<file path="src/rtl/dmem_arbiter_if.sv">
// ---------------------------------------------------------------------------
// dmem_arbiter_if
//   Pipeline MEM-stage request bus and data-memory strobe bus used by
//   dmem_arbiter.
//
//   Pipeline side : p_rd, p_wr, p_addr, p_wdata (request), pipe_stall (hold)
//   Memory side   : mem_rd, mem_wr, mem_addr, mem_wdata
//
//   Modports
//     master : the requester/observer (pipeline plus memory model). It drives
//              p_* and sees mem_* and pipe_stall.
//     slave  : the arbiter. It receives p_* and drives mem_* and pipe_stall.
// ---------------------------------------------------------------------------
interface dmem_arbiter_if #(
  parameter int DATA_WIDTH = 8,
  parameter int ADDR_WIDTH = 8
) ();

  logic                  p_rd;
  logic                  p_wr;
  logic [ADDR_WIDTH-1:0] p_addr;
  logic [DATA_WIDTH-1:0] p_wdata;

  logic                  mem_rd;
  logic                  mem_wr;
  logic [ADDR_WIDTH-1:0] mem_addr;
  logic [DATA_WIDTH-1:0] mem_wdata;

  logic                  pipe_stall;

  modport master (
    output p_rd, p_wr, p_addr, p_wdata,
    input  mem_rd, mem_wr, mem_addr, mem_wdata, pipe_stall
  );

  modport slave (
    input  p_rd, p_wr, p_addr, p_wdata,
    output mem_rd, mem_wr, mem_addr, mem_wdata, pipe_stall
  );

endinterface : dmem_arbiter_if

</file>
<file path="src/rtl/dmem_arbiter.sv">
// ---------------------------------------------------------------------------
// dmem_arbiter
//   Shares one data-memory port between the pipeline MEM stage and an
//   external button-driven loader. The pipeline normally owns the port; a
//   loader press is captured, waits in PEND while the pipeline is busy (for
//   at most STARVE_LIMIT+1 granted cycles), then takes the port for exactly
//   one EXT_WR cycle, stalling the pipeline only if it was requesting.
//
//   Ports
//     clk          : clock, all state on rising edge
//     rst          : synchronous active-high reset
//     bus          : dmem_arbiter_if.slave (p_* in, mem_* / pipe_stall out)
//     ext_set      : loader strobe (level, from a button)
//     ext_val      : loader write value (zero-extended to DATA_WIDTH)
//     ext_num      : loader write address (zero-extended to ADDR_WIDTH)
//     ext_busy     : a loader write is pending or in progress
//     ext_done     : one-cycle pulse in the cycle after the loader write
//     ext_overrun  : sticky, a press arrived while busy and was dropped
// ---------------------------------------------------------------------------
module dmem_arbiter #(
  parameter int DATA_WIDTH   = 8,
  parameter int ADDR_WIDTH   = 8,
  parameter int STARVE_LIMIT = 3
) (
  input  logic                  clk,
  input  logic                  rst,
  dmem_arbiter_if.slave         bus,
  input  logic                  ext_set,
  input  logic [2:0]            ext_val,
  input  logic [1:0]            ext_num,
  output logic                  ext_busy,
  output logic                  ext_done,
  output logic                  ext_overrun
);

  // Age must be able to hold STARVE_LIMIT itself; keep at least one bit.
  localparam int AGE_W = (STARVE_LIMIT < 1) ? 1 : $clog2(STARVE_LIMIT + 1);
  localparam logic [AGE_W-1:0] AGE_MAX = AGE_W'(STARVE_LIMIT);

  typedef enum logic [1:0] {
    IDLE   = 2'd0,
    PEND   = 2'd1,
    EXT_WR = 2'd2
  } state_t;

  state_t                state_q, state_d;
  logic [AGE_W-1:0]      age_q, age_d;
  logic [ADDR_WIDTH-1:0] ext_addr_q;
  logic [DATA_WIDTH-1:0] ext_data_q;
  logic                  ext_prev;

  logic                  strobe_edge;
  logic                  capture;
  logic                  done_d;
  logic                  overrun_d;
  logic                  pipe_req;

  // ext_prev resets to 1 so a button held through reset is not seen as a press.
  assign strobe_edge = ext_set & ~ext_prev;
  assign pipe_req    = bus.p_rd | bus.p_wr;
  assign ext_busy    = (state_q != IDLE);

  // Next-state and datapath steering.
  // NOTE: every signal driven here gets its default before the case so no
  // path leaves it unassigned; otherwise synthesis infers a latch.
  always_comb begin
    state_d        = state_q;
    age_d          = age_q;
    capture        = 1'b0;
    done_d         = 1'b0;
    overrun_d      = ext_overrun;

    // Pipeline owns the port unless the loader write is happening now.
    bus.mem_rd     = bus.p_rd;
    bus.mem_wr     = bus.p_wr;
    bus.mem_addr   = bus.p_addr;
    bus.mem_wdata  = bus.p_wdata;
    bus.pipe_stall = 1'b0;

    case (state_q)
      IDLE: begin
        if (strobe_edge) begin
          state_d = PEND;
          age_d   = '0;
          capture = 1'b1;
        end
      end

      PEND: begin
        // Go as soon as the pipeline leaves the port free, or force it once
        // the pipeline has had its maximum run of granted cycles.
        if (!pipe_req || age_q == AGE_MAX) begin
          state_d = EXT_WR;
        end else begin
          age_d = age_q + AGE_W'(1);
        end
      end

      EXT_WR: begin
        state_d        = IDLE;
        age_d          = '0;
        done_d         = 1'b1;
        // Both pipeline strobes are blocked, even a conflicting rd+wr pair.
        bus.mem_rd     = 1'b0;
        bus.mem_wr     = 1'b1;
        bus.mem_addr   = ext_addr_q;
        bus.mem_wdata  = ext_data_q;
        bus.pipe_stall = pipe_req;
      end

      default: begin
        state_d = IDLE;
        age_d   = '0;
      end
    endcase

    // A press while busy is dropped; the captured write stays untouched.
    if (strobe_edge && state_q != IDLE) begin
      overrun_d = 1'b1;
    end
  end

  // NOTE: sequential state uses non-blocking assignments so every register
  // samples the pre-edge values; reset is synchronous, so it sits inside the
  // clocked block and no asynchronous path to the flops exists.
  always_ff @(posedge clk) begin
    if (rst) begin
      state_q     <= IDLE;
      age_q       <= '0;
      ext_addr_q  <= '0;
      ext_data_q  <= '0;
      ext_done    <= 1'b0;
      ext_overrun <= 1'b0;
      ext_prev    <= 1'b1;
    end else begin
      state_q     <= state_d;
      age_q       <= age_d;
      ext_done    <= done_d;
      ext_overrun <= overrun_d;
      ext_prev    <= ext_set;
      if (capture) begin
        ext_addr_q <= ADDR_WIDTH'(ext_num);
        ext_data_q <= DATA_WIDTH'(ext_val);
      end
    end
  end

endmodule : dmem_arbiter

</file>
<file path="src/flat_wrapper.sv">
// flat-port wrapper written by rule: the top's interface ports become plain ports
module dmem_arbiter_flat 
#(
  parameter int DATA_WIDTH   = 8,
  parameter int ADDR_WIDTH   = 8,
  parameter int STARVE_LIMIT = 3
)
  (clk, rst, ext_set, ext_val, ext_num, ext_busy, ext_done, ext_overrun, bus_p_rd, bus_p_wr, bus_p_addr, bus_p_wdata, bus_mem_rd, bus_mem_wr, bus_mem_addr, bus_mem_wdata, bus_pipe_stall);
  dmem_arbiter_if #(.DATA_WIDTH(DATA_WIDTH), .ADDR_WIDTH(ADDR_WIDTH)) bus_i ();
  input  logic clk;
  input  logic rst;
  input  logic ext_set;
  input  logic [2:0] ext_val;
  input  logic [1:0] ext_num;
  output logic ext_busy;
  output logic ext_done;
  output logic ext_overrun;
  input wire logic [$bits(bus_i.p_rd)-1:0] bus_p_rd;
  input wire logic [$bits(bus_i.p_wr)-1:0] bus_p_wr;
  input wire logic [$bits(bus_i.p_addr)-1:0] bus_p_addr;
  input wire logic [$bits(bus_i.p_wdata)-1:0] bus_p_wdata;
  output wire logic [$bits(bus_i.mem_rd)-1:0] bus_mem_rd;
  output wire logic [$bits(bus_i.mem_wr)-1:0] bus_mem_wr;
  output wire logic [$bits(bus_i.mem_addr)-1:0] bus_mem_addr;
  output wire logic [$bits(bus_i.mem_wdata)-1:0] bus_mem_wdata;
  output wire logic [$bits(bus_i.pipe_stall)-1:0] bus_pipe_stall;
  assign bus_i.p_rd = bus_p_rd;
  assign bus_i.p_wr = bus_p_wr;
  assign bus_i.p_addr = bus_p_addr;
  assign bus_i.p_wdata = bus_p_wdata;
  assign bus_mem_rd = bus_i.mem_rd;
  assign bus_mem_wr = bus_i.mem_wr;
  assign bus_mem_addr = bus_i.mem_addr;
  assign bus_mem_wdata = bus_i.mem_wdata;
  assign bus_pipe_stall = bus_i.pipe_stall;
  dmem_arbiter #(.DATA_WIDTH(DATA_WIDTH), .ADDR_WIDTH(ADDR_WIDTH), .STARVE_LIMIT(STARVE_LIMIT)) u_core (.clk(clk), .rst(rst), .bus(bus_i), .ext_set(ext_set), .ext_val(ext_val), .ext_num(ext_num), .ext_busy(ext_busy), .ext_done(ext_done), .ext_overrun(ext_overrun));
endmodule
</file>
<file path="config.mk">
export PLATFORM = sky130hd
export DESIGN_NAME = dmem_arbiter_flat
export DESIGN_NICKNAME = d
export VERILOG_FILES = /design/src/rtl/dmem_arbiter_if.sv /design/src/rtl/dmem_arbiter.sv /design/src/flat_wrapper.sv
export SDC_FILE = /design/constraint.sdc
export NUM_CORES = 1
export LEC_CHECK = 0
export ABC_AREA = 1
export CORE_MARGIN = 4
export CORE_UTILIZATION = 35
export DETAILED_ROUTE_END_ITERATION = 7
export PLACE_DENSITY = 0.85
export SETUP_SLACK_MARGIN = 0.05
export SLEW_MARGIN = 20
export SYNTH_ARGS = -nofsm -noshare
export SYNTH_HDL_FRONTEND = slang
export SYNTH_SLANG_ARGS = --single-unit
</file>
<file path="constraint.sdc">
create_clock -name clk -period 2.2 [get_ports clk]
set_input_delay 0.44 -clock clk [delete_from_list [all_inputs] [get_ports clk]]
set_output_delay 0.44 -clock clk [all_outputs]
set_load 0.1 [all_outputs]
</file>
==> results of run 1 <==
-- registers in the layout (all words and copies together) (netlist names) --
signal / flops
u_core.ext_done: 1
u_core.ext_addr_q: 2
u_core.ext_overrun: 1
u_core.ext_prev: 1
u_core.state_q: 2
u_core.age_q: 2
u_core.ext_data_q: 3
-- where the power goes --
| group | internal [mW] | total [mW] | switching (mW) |
|---|---|---|---|
| sequential | 0.227 | 0.234 | 0.00627 |
| combinational | 0.130 | 0.339 | 0.210 |
| clock | 0.101 | 0.173 | 0.0725 |
| total | 0.458 | 0.746 | 0.288 |
-- worst max path at each step --
stage / slack [ps] / endpoint
after floorplan: -130 / bus_mem_addr[2]
after global placement: 370 / bus_mem_rd
after detailed placement: 300 / bus_mem_rd
after CTS: 300 / bus_mem_rd
after global routing: 260 / bus_mem_wdata[2]
final: 290 / bus_mem_rd
-- per-layer routing --
metal | share of wire [%] | GRT usage (%) | vias up
met1 | 36 | 17.0 | 372
met2 | 50 | 31.5 | 59
met3 | 13 | 5.64 | 4
met4 | 1.4 | 8.97 | 0
met5 | 0 | 0 | -
li1 | - | - | 414
-- cell type report --
type / instances / area, µm² / share of cell area (%)
tap: 25 / 31.3 / 2.29
sequential: 12 / 240 / 17.6
clock buffer: 4 / 36.3 / 2.65
inverter: 23 / 86.3 / 6.31
multi-input combinational: 70 / 313 / 22.9
timing repair buffer: 48 / 661 / 48.3
-- Yosys cell counts, drive strengths merged --
| cell | n | area share [%] |
|---|---|---|
| or2 | 1 | 0.98 |
| ha | 1 | 2.0 |
| nor2 | 30 | 19 |
| nand3 | 2 | 1.6 |
| inv | 23 | 13 |
| o211ai | 1 | 1.2 |
| dfxtp | 12 | 37 |
| a21oi | 5 | 3.9 |
| buf | 1 | 0.78 |
| nand2 | 24 | 15 |
| o21ai | 6 | 4.7 |
-- kinds of logic after synthesis --
kind of cell	count (synthesis)	share of synthesized area [%]
compound gates	12	9.77
fa+ha+maj	1	1.95
buf+inv	24	14.3
flops	12	37.5
simple gates	57	36.5
-- through the flow --
step / setup WS, ps / utilization, %
after floorplan: -126 / -
after detailed placement: 297 / 77.1
after global routing: 260 / 79.2
after CTS: 296 / 79.2
after global placement: 367 / 77.1
final: 291 / 79.2
-- worst max-delay path: stages --
cell and delay (ps):
clkdlybuf4s50_1 510, inv_1 80, nor2_1 220, buf_12 210
==> summary.txt, run 1 <==
Synthesis
  • Syn Area/Cell: 6.04 µm²
  • Synthesized net count: 133
  • Synth cell types: 15
  • #FFs+latches synth: 12
  • Cell area after synthesis: between 600 and 700 µm²
  • Syn Inst Count: 106
  • Seq/Total Area, Yosys: 37.5%
  • Yosys warnings: 0

Critical path
  • Worst-path fanout max: 3
  • Crit Reg-Reg Startpoint: u_core.age_q[0]$_SDFFE_PP0P_
  • Worst EP required: 1760 ps
  • Worst setup SP type: primary input
  • R2r setup slk: 1090 ps
  • Arr. time, crit path: about 1500 ps
  • CP Class: in -> out
  • Crit path from: bus_p_rd
  • Worst Reg-to-Reg Cells: 6
  • R2R Path End: u_core.age_q[0]$_SDFFE_PP0P_
  • Setup crit end kind: primary output

Clock network
  • CTS Buf Count: 3
  • TritonCTS Sinks: 12
  • Clock transition at path regs: 70 ps
  • Root Buffer: clkbuf_4
  • Worst-Skew Late Latency: 270 ps
  • Cts hold-fix bufs: 0
  • CTS Buffer Depth: 2
  • Post-CTS Resized: 0
  • Post-CTS Setup Inserts: 0
  • CTS HTree Levels: 1
  • CTS tree: done

Route
  • First-pass DRT Iterations: 4
  • Vias: 849
  • Vias/cell: 4.66
  • Wire per inst: around 12 µm
  • DRC: 0
  • Routed Antenna Nets: 0
  • Final WL: between 2000 and 2500 µm
  • DR iter-0 viols: 21

GRT
  • Total global routing track utilization: between 10% and 20%
  • Total gr overflow: 0
  • Initial antenna violation count: 0
  • Vias in the first global route: 784
  • First-pass GRT wire length: between 3000 and 4000 µm
  • Largest net degree at the start of global routing: 13

Place
  • Port Buf Inserts: 47
  • Placed cell count: 178
  • Placer Congestion: ~0.70
  • Post-DP Area: 1330 µm²
  • Placed wire-length estimate: 1820 µm

Floorplanning
  • DIE AREA: 2580 µm²
  • FP Rows: 15
  • Height of the die: 50.8 µm
  • Core area: 1730 µm²
  • Die span in x: 50.8 µm
  • Initial Utilization: 37.1%
  • I/O Pins: 48

Worst hold path
  • Hold endpoint: u_core.ext_addr_q[0]$_SDFFE_PP0P_
  • Hold Path Class: reg -> reg
  • HP Start: u_core.ext_addr_q[0]$_SDFFE_PP0P_
  • Hold depth: 2

STA
  • Fin Setup TNS: 0 ps
  • Final Max Slew Viols: 0
  • WHS: 493 ps
  • Clk_skew: 1.55 ps
  • RSZ-0062 raised after global routing: false
  • Crit share post-route: approximately 87%
  • Slew headroom: 81.0%
  • F_max: ~0.52 GHz
  • Final hold violation count: 0
  • Fin crit period: approximately 1900 ps
  • Setup violations, final: 0
  • Worst Tran Pin Value: 287 ps

Flow run
  • Max-cap violations: 0

Cells and area
  • Layout Nets: 185
  • Commonest non-fill, non-tap cell in the layout: nor2_1
  • Cell area after layout: 1370 µm²
  • # fillers: 114
  • Synth-to-layout area growth: 113%
  • Share of layout cells above drive strength 1: a little under a quarter
  • Antenna cells: 0
  • Final non-filler cell total: between 150 and 200
  • Commonest cells after routing, fill and taps aside: nor2_1 (28), clkdlybuf4s50_1 (25), nand2_1 (22)

Power and ir drop
  • Pwr/cell area: 546 nW/µm²
  • Leakage: 0.673 nW
  • Max VDD drop: 0.370 mV
  • Design Power: 746 µW

Outcome
  • Status: finished clean
No activity file was read; power rests on OpenSTA's default activity.
==> inputs of run 2 (changes only) <==
- CORE_MARGIN: 4 -> 5
- SKIP_CTS_REPAIR_TIMING: default -> 1
==> summary.txt, run 2 (synthesized netlist as in run 1, its figures left out) <==
Outcome
  • Status: finished clean (unchanged)

Power and ir drop
  • Net load switching power: 279 µW (was 288 µW)
  • Max VDD drop: 0.394 mV (was 0.370 mV)
  • Reg power frac: 33.4% (was 31.3%)
  • Switching part of the total: 39.9% (was 38.7%)
  • Leakage: 0.681 nW (was 0.673 nW)
  • Pwr/cell area: 509 nW/µm² (was 546 nW/µm²)
  • Clock Power Share: 18.5% (was 23.2%)
  • Int Pwr: 421 µW (was 458 µW)
  • Combinational power share: 48.2% (was 45.5%)

Flow run
  • Max-cap violations: 0 (unchanged)

Clock network
  • CTS tree: done (unchanged)
  • CTS Buf Count: 3 (unchanged)
  • Root Buffer: clkbuf_4 (unchanged)
  • CTS Buffer Depth: 2 (unchanged)
  • Clock transition at path regs: 70 ps (about the same)
  • CTS HTree Levels: 1 (unchanged)
  • Worst-Skew Late Latency: 270 ps (about the same)
  • TritonCTS Sinks: 12 (unchanged)

Route
  • Routed Antenna Nets: 0 (unchanged)
  • DR WL met3: 228 µm (was 271 µm)
  • Wire per inst: 11.2 µm (was 11.9 µm)
  • Met2 wire length: 968 µm (was 1070 µm)
  • First-pass DRT Iterations: 4 (unchanged)
  • Top sig layer: met4 (unchanged)
  • Vias/cell: 4.50 (was 4.66)
  • DRC: 0 (unchanged)
  • Final WL: 2050 µm (was 2160 µm)
  • Met1 WL: 809 µm (was 784 µm)
  • Vias: 828 (was 849)
  • DR iter-0 viols: 14 (was 21)

STA
  • F_max: 0.538 GHz (was 0.524 GHz)
  • Worst Tran Pin Value: 283 ps (was 287 ps)
  • Clk_skew: 6.71 ps (was 1.55 ps)
  • Fin crit period: 1860 ps (was 1910 ps)
  • Final Max Slew Viols: 0 (unchanged)
  • Crit share post-route: 84.4% (was 86.8%)
  • RSZ-0062 raised after global routing: false (unchanged)
  • Slew headroom: 81.3% (was 81.0%)
  • WHS: 489 ps (was 493 ps)
  • Final hold violation count: 0 (unchanged)
  • Fin Setup TNS: 0 ps (unchanged)
  • Setup violations, final: 0 (unchanged)

Floorplanning
  • Initial Utilization: 37.1% (unchanged)
  • Core area: 1730 µm² (unchanged)
  • Height of the die: 52.8 µm (was 50.8 µm)
  • I/O Pins: 48 (unchanged)
  • Die span in x: 52.8 µm (was 50.8 µm)
  • DIE AREA: 2790 µm² (was 2580 µm²)
  • FP Rows: 15 (unchanged)

Cells and area
  • Commonest non-fill, non-tap cell in the layout: nor2_1 (unchanged)
  • Top reg by flops: u_core.ext_data_q (unchanged)
  • Cell area after layout: 1380 µm² (was 1370 µm²)
  • Final non-filler cell total: 184 (was 182)
  • Antenna cells: 0 (unchanged)
  • Share of layout cells above drive strength 1: 23.9% (was 22.9%)
  • Synth-to-layout area growth: 115% (was 113%)
  • Layout Nets: 188 (was 185)
  • Max FFs per register: 3 (unchanged)
  • Layout Utilization: 79.7% (was 79.2%)
  • # fillers: 111 (was 114)
  • Commonest cells after routing, fill and taps aside: nor2_1 (28), clkdlybuf4s50_1 (25), nand2_1 (22) (unchanged)

Critical path
  • Worst path cell trace: inv_1, nor2_4, buf_4, nand2_1, nand2_1, buf_12 (was clkdlybuf4s50_1, inv_1, nor2_1, buf_12)
  • Setup crit end kind: primary output (unchanged)
  • Delay-heaviest family, CP: buffers and inverters (unchanged)
  • Max stage delay cell, worst path: dfxtp_1 (was clkdlybuf4s50_1)
  • CP Class: reg -> out (was in -> out)
  • Worst EP required: 1760 ps (about the same)
  • Worst path depth: 6 (was 4)
  • Worst Path Buf+Inv: 3 (unchanged)
  • Arr. time, crit path: 1420 ps (was 1470 ps)
  • Worst setup SP type: flip-flop (was primary input)
  • Worst-path fanout max: 7 (was 3)
  • Worst Reg-to-Reg Cells: 7 (was 6)
  • CP dominant cell by count: nand2_1
  • CP max stage delay: 380 ps (was 510 ps)

Place
  • Port Buf Inserts: 47 (unchanged)
  • Placed wire-length estimate: 1710 µm (was 1820 µm)
  • Placed cell count: 177 (was 178)
  • Post-DP Area: 1320 µm² (was 1330 µm²)
  • Placer Congestion: 0.681 (was 0.696)

GRT
  • Initial antenna violation count: 0 (unchanged)
  • First-pass GRT wire length: 3280 µm (was 3320 µm)
  • Vias in the first global route: 791 (was 784)
  • Largest net degree at the start of global routing: 19 (was 13)
  • Total global routing track utilization: 16.0% (was 17.2%)
  • Total gr overflow: 0 (unchanged)

Worst hold path
  • Hold depth: 2 (unchanged)
  • Hold Path Class: reg -> reg (unchanged)
-- run 2: path summary, 6_finish.rpt --
kind                                      from                           endpoint  slack [ps]
max             u_core.state_q[1]$_SDFFE_PP0P_                   bus_mem_wdata[0]         340
min          u_core.ext_data_q[0]$_SDFFE_PP0P_  u_core.ext_data_q[0]$_SDFFE_PP0P_         490
min reg2reg  u_core.ext_data_q[0]$_SDFFE_PP0P_  u_core.ext_data_q[0]$_SDFFE_PP0P_         490
max reg2reg       u_core.age_q[0]$_SDFFE_PP0P_       u_core.age_q[1]$_SDFFE_PP0P_        1130
-- run 2: per-stage QoR --
stage,power (mW),setup slack (ps)
CTS,0.705,161
global placement,0.570,367
floorplan,0.431,-126
global route,0.730,219
detailed placement,0.575,356
finish,0.700,342
-- run 2: power groups by stage --
stage	sequential (mW)	clock [mW]	combinational (mW)
floorplan	0.240	0	0.192
global placement	0.238	0	0.333
detailed placement	0.238	0	0.337
CTS	0.233	0.134	0.338
global route	0.235	0.142	0.353
finish	0.234	0.129	0.337
-- run 2: area by class of cell --
cell class	instances	area [µm²]	area share, %
flip-flops and latches	12	240	17.5
repair buffers	51	683	49.6
multi-input cells	70	313	22.7
inverters	23	86.3	6.27
clock buffers	3	22.5	1.64
well taps	25	31.3	2.27
-- run 2: worst register-to-register path: cells and delay by family, from the launching register on --
family	cells	cell delay, ps
DFF	1	320
buffers and inverters	1	60
and+or+nand+nor	4	300
AOI/OAI and AO/OA	1	90
adders and majority gates	1	190
-- run 2: metal layers --
| layer | global-route usage [%] | vias up |
|---|---|---|
| met5 | 0 | - |
| met1 | 15.2 | 357 |
| met2 | 30.2 | 44 |
| met4 | 8.94 | 0 |
| met3 | 4.27 | 5 |
| li1 | - | 422 |
